$ cat src/rtl/lib_hndsk_fifo.sv
// Elastic valid/ready FIFO: DEPTH flop entries, registered output, no bypass.
// Optional synchronous flush port enabled by defining LIB_HNDSK_FLUSH_EN.
module lib_hndsk_fifo #(
  parameter int D_WIDTH  = 16,
  parameter int DEPTH    = 4,
  parameter int AFULL_TH = DEPTH - 1
) (
  input  logic                       clk,
  input  logic                       rst,
`ifdef LIB_HNDSK_FLUSH_EN
  input  logic                       flush,
`endif
  input  logic                       vldi,
  output logic                       rdyi,
  input  logic [D_WIDTH-1:0]         datai,
  output logic                       vldo,
  input  logic                       rdyo,
  output logic [D_WIDTH-1:0]         datao,
  output logic [$clog2(DEPTH+1)-1:0] count,
  output logic                       afull
);

  localparam int PW = $clog2(DEPTH);
  localparam int CW = $clog2(DEPTH + 1);
  localparam logic [CW-1:0] FULL = CW'(DEPTH);
  localparam logic [CW-1:0] AFTH = CW'(AFULL_TH);

  if (DEPTH < 2 || (DEPTH & (DEPTH - 1)) != 0) begin : g_bad_depth
    $error("lib_hndsk_fifo: DEPTH must be a power of two >= 2");
  end
  if (AFULL_TH < 1 || AFULL_TH > DEPTH) begin : g_bad_afull
    $error("lib_hndsk_fifo: AFULL_TH must be in 1..DEPTH");
  end
  if (D_WIDTH < 1) begin : g_bad_width
    $error("lib_hndsk_fifo: D_WIDTH must be >= 1");
  end

  logic [D_WIDTH-1:0] mem [DEPTH];
  logic [PW-1:0]      wr_ptr;
  logic [PW-1:0]      rd_ptr;
  logic [CW-1:0]      cnt;
  logic               flsh;
  logic               push;
  logic               pop;

`ifdef LIB_HNDSK_FLUSH_EN
  assign flsh = flush;
`else
  assign flsh = 1'b0;
`endif

  // Handshake outputs depend only on state, rst and flush.
  assign rdyi  = (cnt != FULL) & ~rst & ~flsh;
  assign vldo  = (cnt != '0) & ~rst & ~flsh;
  assign push  = vldi & rdyi;
  assign pop   = vldo & rdyo;
  assign datao = mem[rd_ptr];
  assign count = cnt;
  assign afull = (cnt >= AFTH);

  always_ff @(posedge clk) begin
    if (rst) begin
      cnt    <= '0;
      wr_ptr <= '0;
      rd_ptr <= '0;
      for (int i = 0; i < DEPTH; i++) begin
        mem[i] <= '0;
      end
    end else if (flsh) begin
      cnt    <= '0;
      wr_ptr <= '0;
      rd_ptr <= '0;
    end else begin
      if (push) begin
        mem[wr_ptr] <= datai;
        wr_ptr      <= wr_ptr + 1'b1;
      end
      if (pop) begin
        rd_ptr <= rd_ptr + 1'b1;
      end
      if (push && !pop) begin
        cnt <= cnt + 1'b1;
      end else if (pop && !push) begin
        cnt <= cnt - 1'b1;
      end
    end
  end

endmodule

$ cat config.mk
export PLATFORM = sky130hd
export DESIGN_NAME = lib_hndsk_fifo
export DESIGN_NICKNAME = d
export VERILOG_FILES = /design/src/rtl/lib_hndsk_fifo.sv
export SDC_FILE = /design/constraint.sdc
export NUM_CORES = 1
export LEC_CHECK = 0
export BUFFER_PORTS_ARGS = -buffer_cell sky130_fd_sc_hd__buf_2
export CELL_PAD_IN_SITES_DETAIL_PLACEMENT = 1
export CELL_PAD_IN_SITES_GLOBAL_PLACEMENT = 1
export CORE_ASPECT_RATIO = 0.5
export CORE_MARGIN = 3
export CORE_UTILIZATION = 35
export CTS_CLUSTER_SIZE = 20
export DETAILED_ROUTE_END_ITERATION = 10
export PLACE_DENSITY_LB_ADDON = 0.1
export SLEW_MARGIN = 40
export SYNTH_ARGS = -nofsm -noshare
export SYNTH_HDL_FRONTEND = slang
export SYNTH_SLANG_ARGS = --single-unit
$ cat constraint.sdc
create_clock -name clk -period 3.2 [get_ports clk]
set_input_delay 0.32 -clock clk [delete_from_list [all_inputs] [get_ports clk]]
set_output_delay 0.32 -clock clk [all_outputs]
set_load 0.01 [all_outputs]
# Yosys cells after proc, flatten, opt, wreduce, memory -nomap -nowiden
# Memory sizes are Yosys's and may differ from the RTL's. A register that Yosys moved wholly into a read port is not among the register bits.
# Cells that the tools add are included.
[classes] addsub=4 n_mul=0 div=0 n_lt_le_gt_ge=1 eq_ne=1 shift=0 n_mux=12 bitwise_logic=5 reduce_logical=7
[ops] cell="2-to-1 mux 16 bit" count=1
[ops] cell="OR reduction 16 bit" count=1
[ops] cell="2-to-1 mux 1 bit" count=6
[ops] cell="2-to-1 mux 2 bit" count=3
[ops] cell="2-to-1 mux 3 bit" count=2
[ops] cell="adder 2 x 1 -> 2 bit (second input constant)" count=2
[ops] cell="bitwise AND 1 bit" count=4
[ops] cell="adder 3 x 1 -> 3 bit (second input constant)" count=1
[ops] cell="greater-or-equal comparator 3 x 2 -> 1 bit (second input constant)" count=1
[ops] cell="inequality test 3 bit (second input constant)" count=1
[ops] cell="nonzero test 3 bit" count=1
[ops] cell="subtractor 3 x 1 -> 3 bit (second input constant)" count=1
[ops] cell="logical AND 1 bit" count=2
[ops] cell="logical NOT 1 bit" count=2
[ops] cell="nonzero test 2 bit" count=1
[ops] cell="NOT 1 bit" count=1
[totals] regBits=7 latch_bits=0 ramBits=64 rom_bits=0 input_bits=20 output_inout_bits=22 wordCells=34 mem_count=1
[mem_list] name="mem" words=4 width=16 rd=1 rd_ports_with_merged_regs=1 wr=4 line="38" text="logic [D_WIDTH-1:0] mem [DEPTH];"

# Longest topological paths before layout
# Gate-level depths: netlist (run 1).
[logic_depth] word_depth=8 mapped_depth=9

# Worst setup path after synthesis (run 1)
# No wires, ideal clock.
[synth_timing] path_type="reg2reg" startpoint="register cnt[0], in the netlist count[0]" endpoint="register cnt[2], in the netlist count[2]" setup_time_ps=70 arrival_time_ps=2274 t_required_ps=3130 setup_slack_ps=856 path_stages_with_launch=10 n_path_buf=1 path_cell_list="dfxtp_1 > nor3b_4 > nor2_4 > buf_6 > ha_1 > inv_1 > fa_1 > xor2_1 > or3_2 > a21oi_1"
[synth_via] elab_chain_cells=6
[synth_rtl] element="start, declared" line="41" text="logic [CW-1:0] cnt;"
[synth_rtl] element="start signal, assigned" line="82" text="cnt <= cnt + 1'b1;"
[synth_rtl] element="start signal, assigned" line="84" text="cnt <= cnt - 1'b1;"
[synth_rtl] element="inequality test 3 bit (*)" line="53" text="assign rdyi = (cnt != FULL) & ~rst & ~flsh;"
[synth_rtl] element="bitwise AND 1 bit (*)" line="53"
[synth_rtl] element="bitwise AND 1 bit (*)" line="55" text="assign push = vldi & rdyi;"
[synth_rtl] element="named net push" line="43" text="logic push;"
[synth_rtl] element="logical NOT 1 bit" line="83" text="end else if (pop && !push) begin"
[synth_rtl] element="logical AND 1 bit" line="83"
[synth_rtl] element="nonzero test 2 bit (no line)"
# Mark *: on every way through the listed nets, which the timed path passes. The rest lies on a longest branch. The select of a mux whose other input is x is not followed.
# A chain may end at the register's enable or synchronous reset.

==> reports/qor.csv, run 1 <==
stage,metric,value,unit
status,status,finished clean,
clock_tree,post-cts-setup-buffer-count,0,
yosys,synth_top_cells_by_area,"sky130_fd_sc_hd__edfxtp_1 (58%), sky130_fd_sc_hd__mux4_2 (11%), sky130_fd_sc_hd__and2_1 (8.1%), sky130_fd_sc_hd__dfxtp_1 (5.5%), sky130_fd_sc_hd__and2_2 (2.7%)",
timing,final_min_period_over_clock_period,75.0,%
timing,report.final.slew_viol_count,0,
drt,detailedRoute.firstIterationViolations,38,
pwr,sw_ratio,27.3,%
yosys,synth_cells,201,
clock_tree,cts_num_sinks,73,
setup_path,crit_path_cell_trace,"buf_4, mux4_2, buf_2",
drt,remaining_drc_errors,0,
timing,finalClockSkew,0.00623,ns
drt,dr_total_vias,1795,
setup_path,start_kind,flip-flop,
clock_tree,cts_tree,yes,
drt,post_drt_wl_per_cell,19.2,um
yosys,asyncSetResetFlopFracSynth,0,%
grt,grt_busiest_layer,met2,
yosys,ys.warnings.count,0,
floorplanning,dieWidth,143,um
yosys,synth_top_area_cell,sky130_fd_sc_hd__edfxtp_1,
grt,grt_max_degree,19,
clock_tree,cts.path.max_buffers,2,
drt,route.detailed.vias_per_inst,4.81,
timing,setup-violations-final,0,
setup_path,cp-end-kind,primary output,
grt,wire_length_of_the_first_global_routing_pass,11.3,mm
yosys,dominant_register_cell_in_the_synthesized_netlist,sky130_fd_sc_hd__edfxtp_1,
clock_tree,insertion_delay,0.33,ns
yosys,mappedNetlistNets,223,
clock_tree,clock_tree.root_cell,sky130_fd_sc_hd__clkbuf_16,
grt,grt_remaining_overflow,0,
pwr,power_switching,0.790,mW
drt,routed_wirelength,7.16,mm
floorplanning,fp.coreArea,8950,sq um
grt,use_met2,24.3,%
pwr,max-vdd-ir-drop,234,uV
cells_and_area,final_util,43.8,%
yosys,synth-seq-cells,73,
grt,grt_antenna_before_repair,0,
pwr,power_leakage,1.52,nW
cells_and_area,finish.net_count,273,
timing,worst_slew_pin_slew,0.613,ns
clock_tree,clkTransAtPathRegs,0.06,ns
floorplanning,die_height,74.7,um
timing,layout_min_cycle_time,2.40,ns
timing,maxClockFrequency,0.417,GHz
setup_path,cpPeakStageDelay,0.71,ns
floorplanning,number_of_core_rows,24,
yosys,synth.lib_cells_used.distinct,35,
clock_tree,total_cts_buffers,9,
cells_and_area,insertedDiodeCount,0,
clock_tree,cts-resized-gates,0,
run,cap_viol_max_count,0,
grt,grt_util_all_layers,14.8,%
setup_path,timing_worst_setup_path_type,flip-flop to primary output,
cells_and_area,drive_gt1_share,43.4,%
floorplanning,initial_utilization,36.9,%
grt,use_met1,18.8,%
setup_path,r2r_slack,0.85,ns
setup_path,cp.arrival,2.08,ns
setup_path,critPathMaxFanout,9,
worst_hold_path,worstHoldPathType,input pin to flip-flop,
timing,final-hold-violation-count,0,
cells_and_area,synthToLayoutAreaGrowth,18.7,%
pwr,clk_network_pwr_share,33.2,%
drt,route.antenna.remaining_nets,0,
timing,timing.setup.tns,0,ns
setup_path,critical_path.slowest_cell,sky130_fd_sc_hd__dfxtp_1,
placed_design,dp_hpwl,4.35,mm
timing,slew_headroom,59.1,%
placed_design,gp_congestion,0.734,
clock_tree,clock_tree.htree_level_count,3,
yosys,synth_edf_count,64,
yosys,netlist_top_cells_count,"sky130_fd_sc_hd__edfxtp_1 (64), sky130_fd_sc_hd__and2_1 (43), sky130_fd_sc_hd__mux4_2 (16)",
grt,vias_in_the_first_global_route,1983,
yosys,syn-mean-instance-area,16.4,sq um
pwr,power.density_cell_area,736,nW/um^2
pwr,power.combinational.fraction,22.3,%
setup_path,crit_required,2.88,ns
placed_design,port_buffers,41,
grt,groute.layer.met3.usage,5.33,%
drt,number_of_iterations_in_the_first_detailed_routing_pass,4,
timing,setup_repair_after_global_routing_missed_its_margin,false,
yosys,seq_area_frac_synth,63.6,%
floorplanning,top_level_ports,42,
yosys,post-synth-top-area-fraction,58.2,%
yosys,syn-cell-area,3300,sq um
yosys,most_common_cell_in_the_synthesized_netlist,sky130_fd_sc_hd__edfxtp_1,
floorplanning,die_area,10700,sq um
pwr,cellInternalPower,2.10,mW
pwr,share_seq_of_total_power,44.4,%
clock_tree,cts_hold_buffers,0,
per-layer routing:
| layer | part of all wire (%) | routed length (um) |
|---|---|---|
| met1 | 46 | 3270 |
| met2 | 49 | 3480 |
| met3 | 4.8 | 342 |
| met4 | 0.98 | 70 |
| met5 | 0 | 0 |
power groups by stage:
| stage | sequential (mW) | combinational (mW) | clock, mW |
|---|---|---|---|
| CTS | 1.29 | 0.664 | 0.990 |
| finish | 1.28 | 0.645 | 0.959 |
| global route | 1.31 | 0.712 | 1.03 |
| detailed placement | 1.31 | 0.661 | 0 |
| global placement | 1.29 | 0.656 | 0 |
| floorplan | 1.25 | 0.480 | 0 |
cell usage in the layout (no fill, tap or decap), types with 4 or more instances in the layout:
master	n
sky130_fd_sc_hd__edfxtp_1	64
sky130_fd_sc_hd__and2_1	43
sky130_fd_sc_hd__buf_2	41
sky130_fd_sc_hd__mux4_2	16
sky130_fd_sc_hd__and2_2	12
sky130_fd_sc_hd__and2_4	9
sky130_fd_sc_hd__clkbuf_16	9
sky130_fd_sc_hd__dfxtp_1	8
sky130_fd_sc_hd__nor2_1	7
sky130_fd_sc_hd__buf_4	7
sky130_fd_sc_hd__xor2_1	4
sequential cells by signal, summed over array words and instances, names as in the netlist, named ones only:
| signal | count |
|---|---|
| mem | 64 |
| count | 3 |
| rd_ptr | 2 |
| wr_ptr | 2 |
worst paths after layout:
kind                                        startpoint                       end  depth (start not counted)
worst max-delay path                         flip-flop                  datao[0]                          3
worst min-delay path                         datai[14]  mem[1][14]$_SDFFCE_PN0P_                          2
worst max register to register   count[0]$_SDFFE_PP0P_     count[2]$_SDFFE_PP0P_                          8
worst min register to register  rd_ptr[0]$_SDFFE_PP0P_    rd_ptr[0]$_SDFFE_PP0P_                          2
layout make-up:
| cell class | count | area, sq um |
|---|---|---|
| Clock buffer | 12 | 236 |
| Clock inverter | 4 | 45.0 |
| Fill cell | 904 | 5030 |
| Inverter | 3 | 11.3 |
| Multi-Input combinational cell | 116 | 1120 |
| Sequential cell | 73 | 2100 |
| Tap cell | 117 | 146 |
| Timing Repair Buffer | 48 | 258 |
kinds of logic (layout without fill, tap and decap cells):
logic type               after synthesis  count (layout)  share of synthesized area (%)
AO/OA/AOI/OAI                          7               7                           1.67
AND/OR/NAND/NOR                       85              85                           18.7
adder cells (fa/ha/maj)                2               2                          0.985
XOR/XNOR                               4               4                           1.06
multiplexers                          18              18                           11.5
flip-flops                            73              73                           63.6
buffers and inverters                 12              67                           2.46
critical path: cells and delay by family (launching register included):
family / cells / cell delay [ns]
buffers and inverters: 2 / 0.50
DFF: 1 / 0.71
muxes: 1 / 0.53
metrics by stage:
stage / setup slack, ns / instances / total power, mW / cell area (sq um) / hold slack [ns]
floorplan: 0.856 / 201 / 1.73 / 3300 / 0.485
global placement: 0.900 / 357 / 1.95 / 3640 / 0.510
detailed placement: 0.852 / 357 / 1.97 / 3640 / 0.541
CTS: 0.710 / 373 / 2.94 / 3920 / 0.292
global route: 0.638 / 373 / 3.05 / 3920 / 0.311
finish: 0.800 / 373 / 2.89 / 3920 / 0.305
Note: power is estimated with default switching activity, not from simulation.
==> run 2: changes to the inputs <==
==> constraint.sdc (replaced) <==
create_clock -name clk -period 2.04 [get_ports clk]
set_input_delay 0.204 -clock clk [delete_from_list [all_inputs] [get_ports clk]]
set_output_delay 0.204 -clock clk [all_outputs]
set_load 0.01 [all_outputs]
==> reports/qor.csv, run 2 (synthesized netlist as in run 1, its figures left out) <==
stage,metric,value,unit,change
status,status,finished clean,,unchanged
timing,hold_slack,0.182,ns,was 0.305 ns
placed_design,port_buffers,41,,unchanged
timing,slew_headroom,67.2,%,was 59.1%
floorplanning,die_area,10700,sq um,unchanged
timing,worst_slew_pin_slew,0.485,ns,was 0.613 ns
cells_and_area,insertedDiodeCount,0,,unchanged
pwr,power.density_cell_area,1170,nW/um^2,was 736 nW/um^2
timing,final-hold-violation-count,0,,unchanged
setup_path,critPathMaxFanout,2,,was 9
floorplanning,top_level_ports,42,,unchanged
timing,setup_repair_after_global_routing_missed_its_margin,true,,was false
clock_tree,cts_hold_buffers,0,,unchanged
timing,report.final.slew_viol_count,0,,unchanged
setup_path,start_kind,flip-flop,,unchanged
setup_path,crit_required,2.30,ns,was 2.88 ns
drt,post_drt_wl_per_cell,18.5,um,was 19.2 um
cells_and_area,largest_register_ff_count,64,,unchanged
grt,grt_remaining_overflow,0,,unchanged
worst_hold_path,timing.hold.worst_endpoint,mem[3][6]$_DFFE_PP_,,was mem[1][14]$_SDFFCE_PN0P_
clock_tree,cts_num_sinks,73,,unchanged
cells_and_area,final_util,46.0,%,was 43.8%
timing,layout_min_cycle_time,2.00,ns,
drt,wl_met2,3.33,mm,was 3.48 mm
pwr,max-vdd-ir-drop,504,uV,was 234 uV
setup_path,timing_worst_setup_path_type,flip-flop to flip-flop,,was flip-flop to primary output
setup_path,regToRegEndpoint,count[2]$_SDFFE_PP0P_,,unchanged
clock_tree,clkTransAtPathRegs,0.06,ns,about the same
timing,final_min_period_over_clock_period,98.0,%,
floorplanning,initial_utilization,36.9,%,unchanged
clock_tree,cts.path.max_buffers,2,,unchanged
drt,detailedRoute.firstIterationViolations,50,,was 38
clock_tree,insertion_delay,0.33,ns,about the same
setup_path,cp-end-kind,flip-flop,,was primary output
cells_and_area,mostFrequentLayoutCell,sky130_fd_sc_hd__edfxtp_1,,unchanged
run,cap_viol_max_count,0,,unchanged
setup_path,r2r_slack,0.04,ns,was 0.85 ns
setup_path,cp.arrival,2.26,ns,was 2.08 ns
worst_hold_path,worstHoldPathType,input pin to flip-flop,,unchanged
timing,setup-violations-final,0,,unchanged
grt,grt_antenna_before_repair,0,,unchanged
floorplanning,number_of_core_rows,24,,unchanged
floorplanning,die_height,74.7,um,unchanged
clock_tree,clock_tree.htree_level_count,3,,unchanged
worst_hold_path,min_path_cells,2,,unchanged
cells_and_area,finish.net_count,281,,was 273
floorplanning,fp.coreArea,8950,sq um,unchanged
timing,maxClockFrequency,0.500,GHz,
worst_hold_path,hold_start,datai[6],,was datai[14]
placed_design,gp_congestion,0.777,,was 0.734
drt,routed_wirelength,7.04,mm,was 7.16 mm
drt,number_of_iterations_in_the_first_detailed_routing_pass,4,,unchanged
grt,wire_length_of_the_first_global_routing_pass,11.0,mm,was 11.3 mm
drt,routed_metal_1_wire_length,3.33,mm,was 3.27 mm
cells_and_area,most-common-layout-cells,"sky130_fd_sc_hd__edfxtp_1 (64), sky130_fd_sc_hd__and2_1 (43), sky130_fd_sc_hd__buf_2 (41), sky130_fd_sc_hd__mux4_2 (16), sky130_fd_sc_hd__and2_2 (12)",,unchanged
drt,route.detailed.vias_per_inst,4.75,,was 4.81
setup_path,worst-r2r-cell-count,8,,unchanged
drt,dr_total_vias,1808,,was 1795
clock_tree,clock_tree.root_cell,sky130_fd_sc_hd__clkbuf_16,,unchanged
cells_and_area,synthToLayoutAreaGrowth,24.5,%,was 18.7%
cells_and_area,post-route-cell-area,4110,sq um,was 3920 sq um
pwr,power_leakage,1.60,nW,was 1.52 nW
placed_design,postPlaceCellArea,3780,sq um,was 3640 sq um
placed_design,dp_hpwl,4.28,mm,was 4.35 mm
clock_tree,total_cts_buffers,9,,unchanged
drt,met3_length,307,um,was 342 um
cells_and_area,drive_gt1_share,48.1,%,was 43.4%
clock_tree,cts_tree,yes,,unchanged
drt,top_layer_used_by_detailed_routing,met4,,unchanged
grt,grt_util_all_layers,14.5,%,was 14.8%
timing,timing.setup.tns,0,ns,unchanged
timing,finalClockSkew,0.00522,ns,was 0.00623 ns
cells_and_area,top_register,mem,,unchanged
setup_path,r2r-start,count[2]$_SDFFE_PP0P_,,was count[0]$_SDFFE_PP0P_
drt,route.antenna.remaining_nets,0,,unchanged
floorplanning,dieWidth,143,um,unchanged
grt,vias_in_the_first_global_route,1996,,was 1983
grt,grt_max_degree,19,,unchanged
drt,remaining_drc_errors,0,,unchanged
[run 2: cell count changes in the layout (fill, tap and decap cells not counted), sizes merged]
| cell | change |
|---|---|
| buf | +8 |
| clkbuf | -3 |
| bufinv | +1 |
| clkinv | +2 |
[run 2: final cells by class]
class                           count  area, sq um
Multi-Input combinational cell    116         1160
Clock buffer                        9          225
Sequential cell                    73         2110
Tap cell                          117          146
Inverter                            3         11.3
Timing Repair Buffer               56          368
Clock inverter                      7         85.1
Fill cell                         910         4840
[run 2: worst max-delay path by stage]
stage / to / startpoint / depth (start not counted) / slack (ns)
final: count[2]$_SDFFE_PP0P_ / count[2]$_SDFFE_PP0P_ / 8 / 0.04
after global routing: count[2]$_SDFFE_PP0P_ / count[2]$_SDFFE_PP0P_ / 9 / -0.02
after CTS: count[2]$_SDFFE_PP0P_ / count[2]$_SDFFE_PP0P_ / 8 / 0.01
after detailed placement: count[2]$_SDFFE_PP0P_ / count[2]$_SDFFE_PP0P_ / 8 / -0.02
after global placement: count[2]$_SDFFE_PP0P_ / count[2]$_SDFFE_PP0P_ / 8 / 0.07
after floorplan: count[2]$_SDFFE_PP0P_ / count[2]$_SDFFE_PP0P_ / 9 / 0.02
[run 2: timing repair]
action / 4_1_cts / 5_1_grt
resized for setup: 2 / 1
buffers inserted: 0 / 0
endpoints found under the setup margin: 1 / 1
[run 2: critical path, cell delays in order (launching register included)]
cell                       delay [ns]
sky130_fd_sc_hd__dfxtp_4         0.35
sky130_fd_sc_hd__o31ai_4         0.26
sky130_fd_sc_hd__nand2b_4        0.18
sky130_fd_sc_hd__ha_4            0.14
sky130_fd_sc_hd__inv_2           0.04
sky130_fd_sc_hd__fa_2            0.34
sky130_fd_sc_hd__xor2_1          0.18
sky130_fd_sc_hd__or3_4           0.33
sky130_fd_sc_hd__a21oi_2         0.12
[run 2: per-stage QoR]
step	setup WS [ns]	power, mW	std cells
6_report	0.0414	4.82	381
5_1_grt	-0.0220	5.05	381
4_1_cts	0.0126	4.89	381
3_5_place_dp	-0.0160	3.23	365
3_3_place_gp	0.0714	3.20	365
2_1_floorplan	0.0242	2.75	201
[run 2: layer usage]
layer	GRT usage [%]	up-vias
li1	-	855
met1	18.4	914
met2	23.9	31
met3	5.77	8
met4	3.76	0
met5	0	-
[run 2: where the power goes]
| group | total (mW) | internal [mW] | switching, mW |
|---|---|---|---|
| combinational | 1.25 | 0.641 | 0.605 |
| clock | 1.63 | 1.06 | 0.575 |
| sequential | 1.94 | 1.84 | 0.105 |
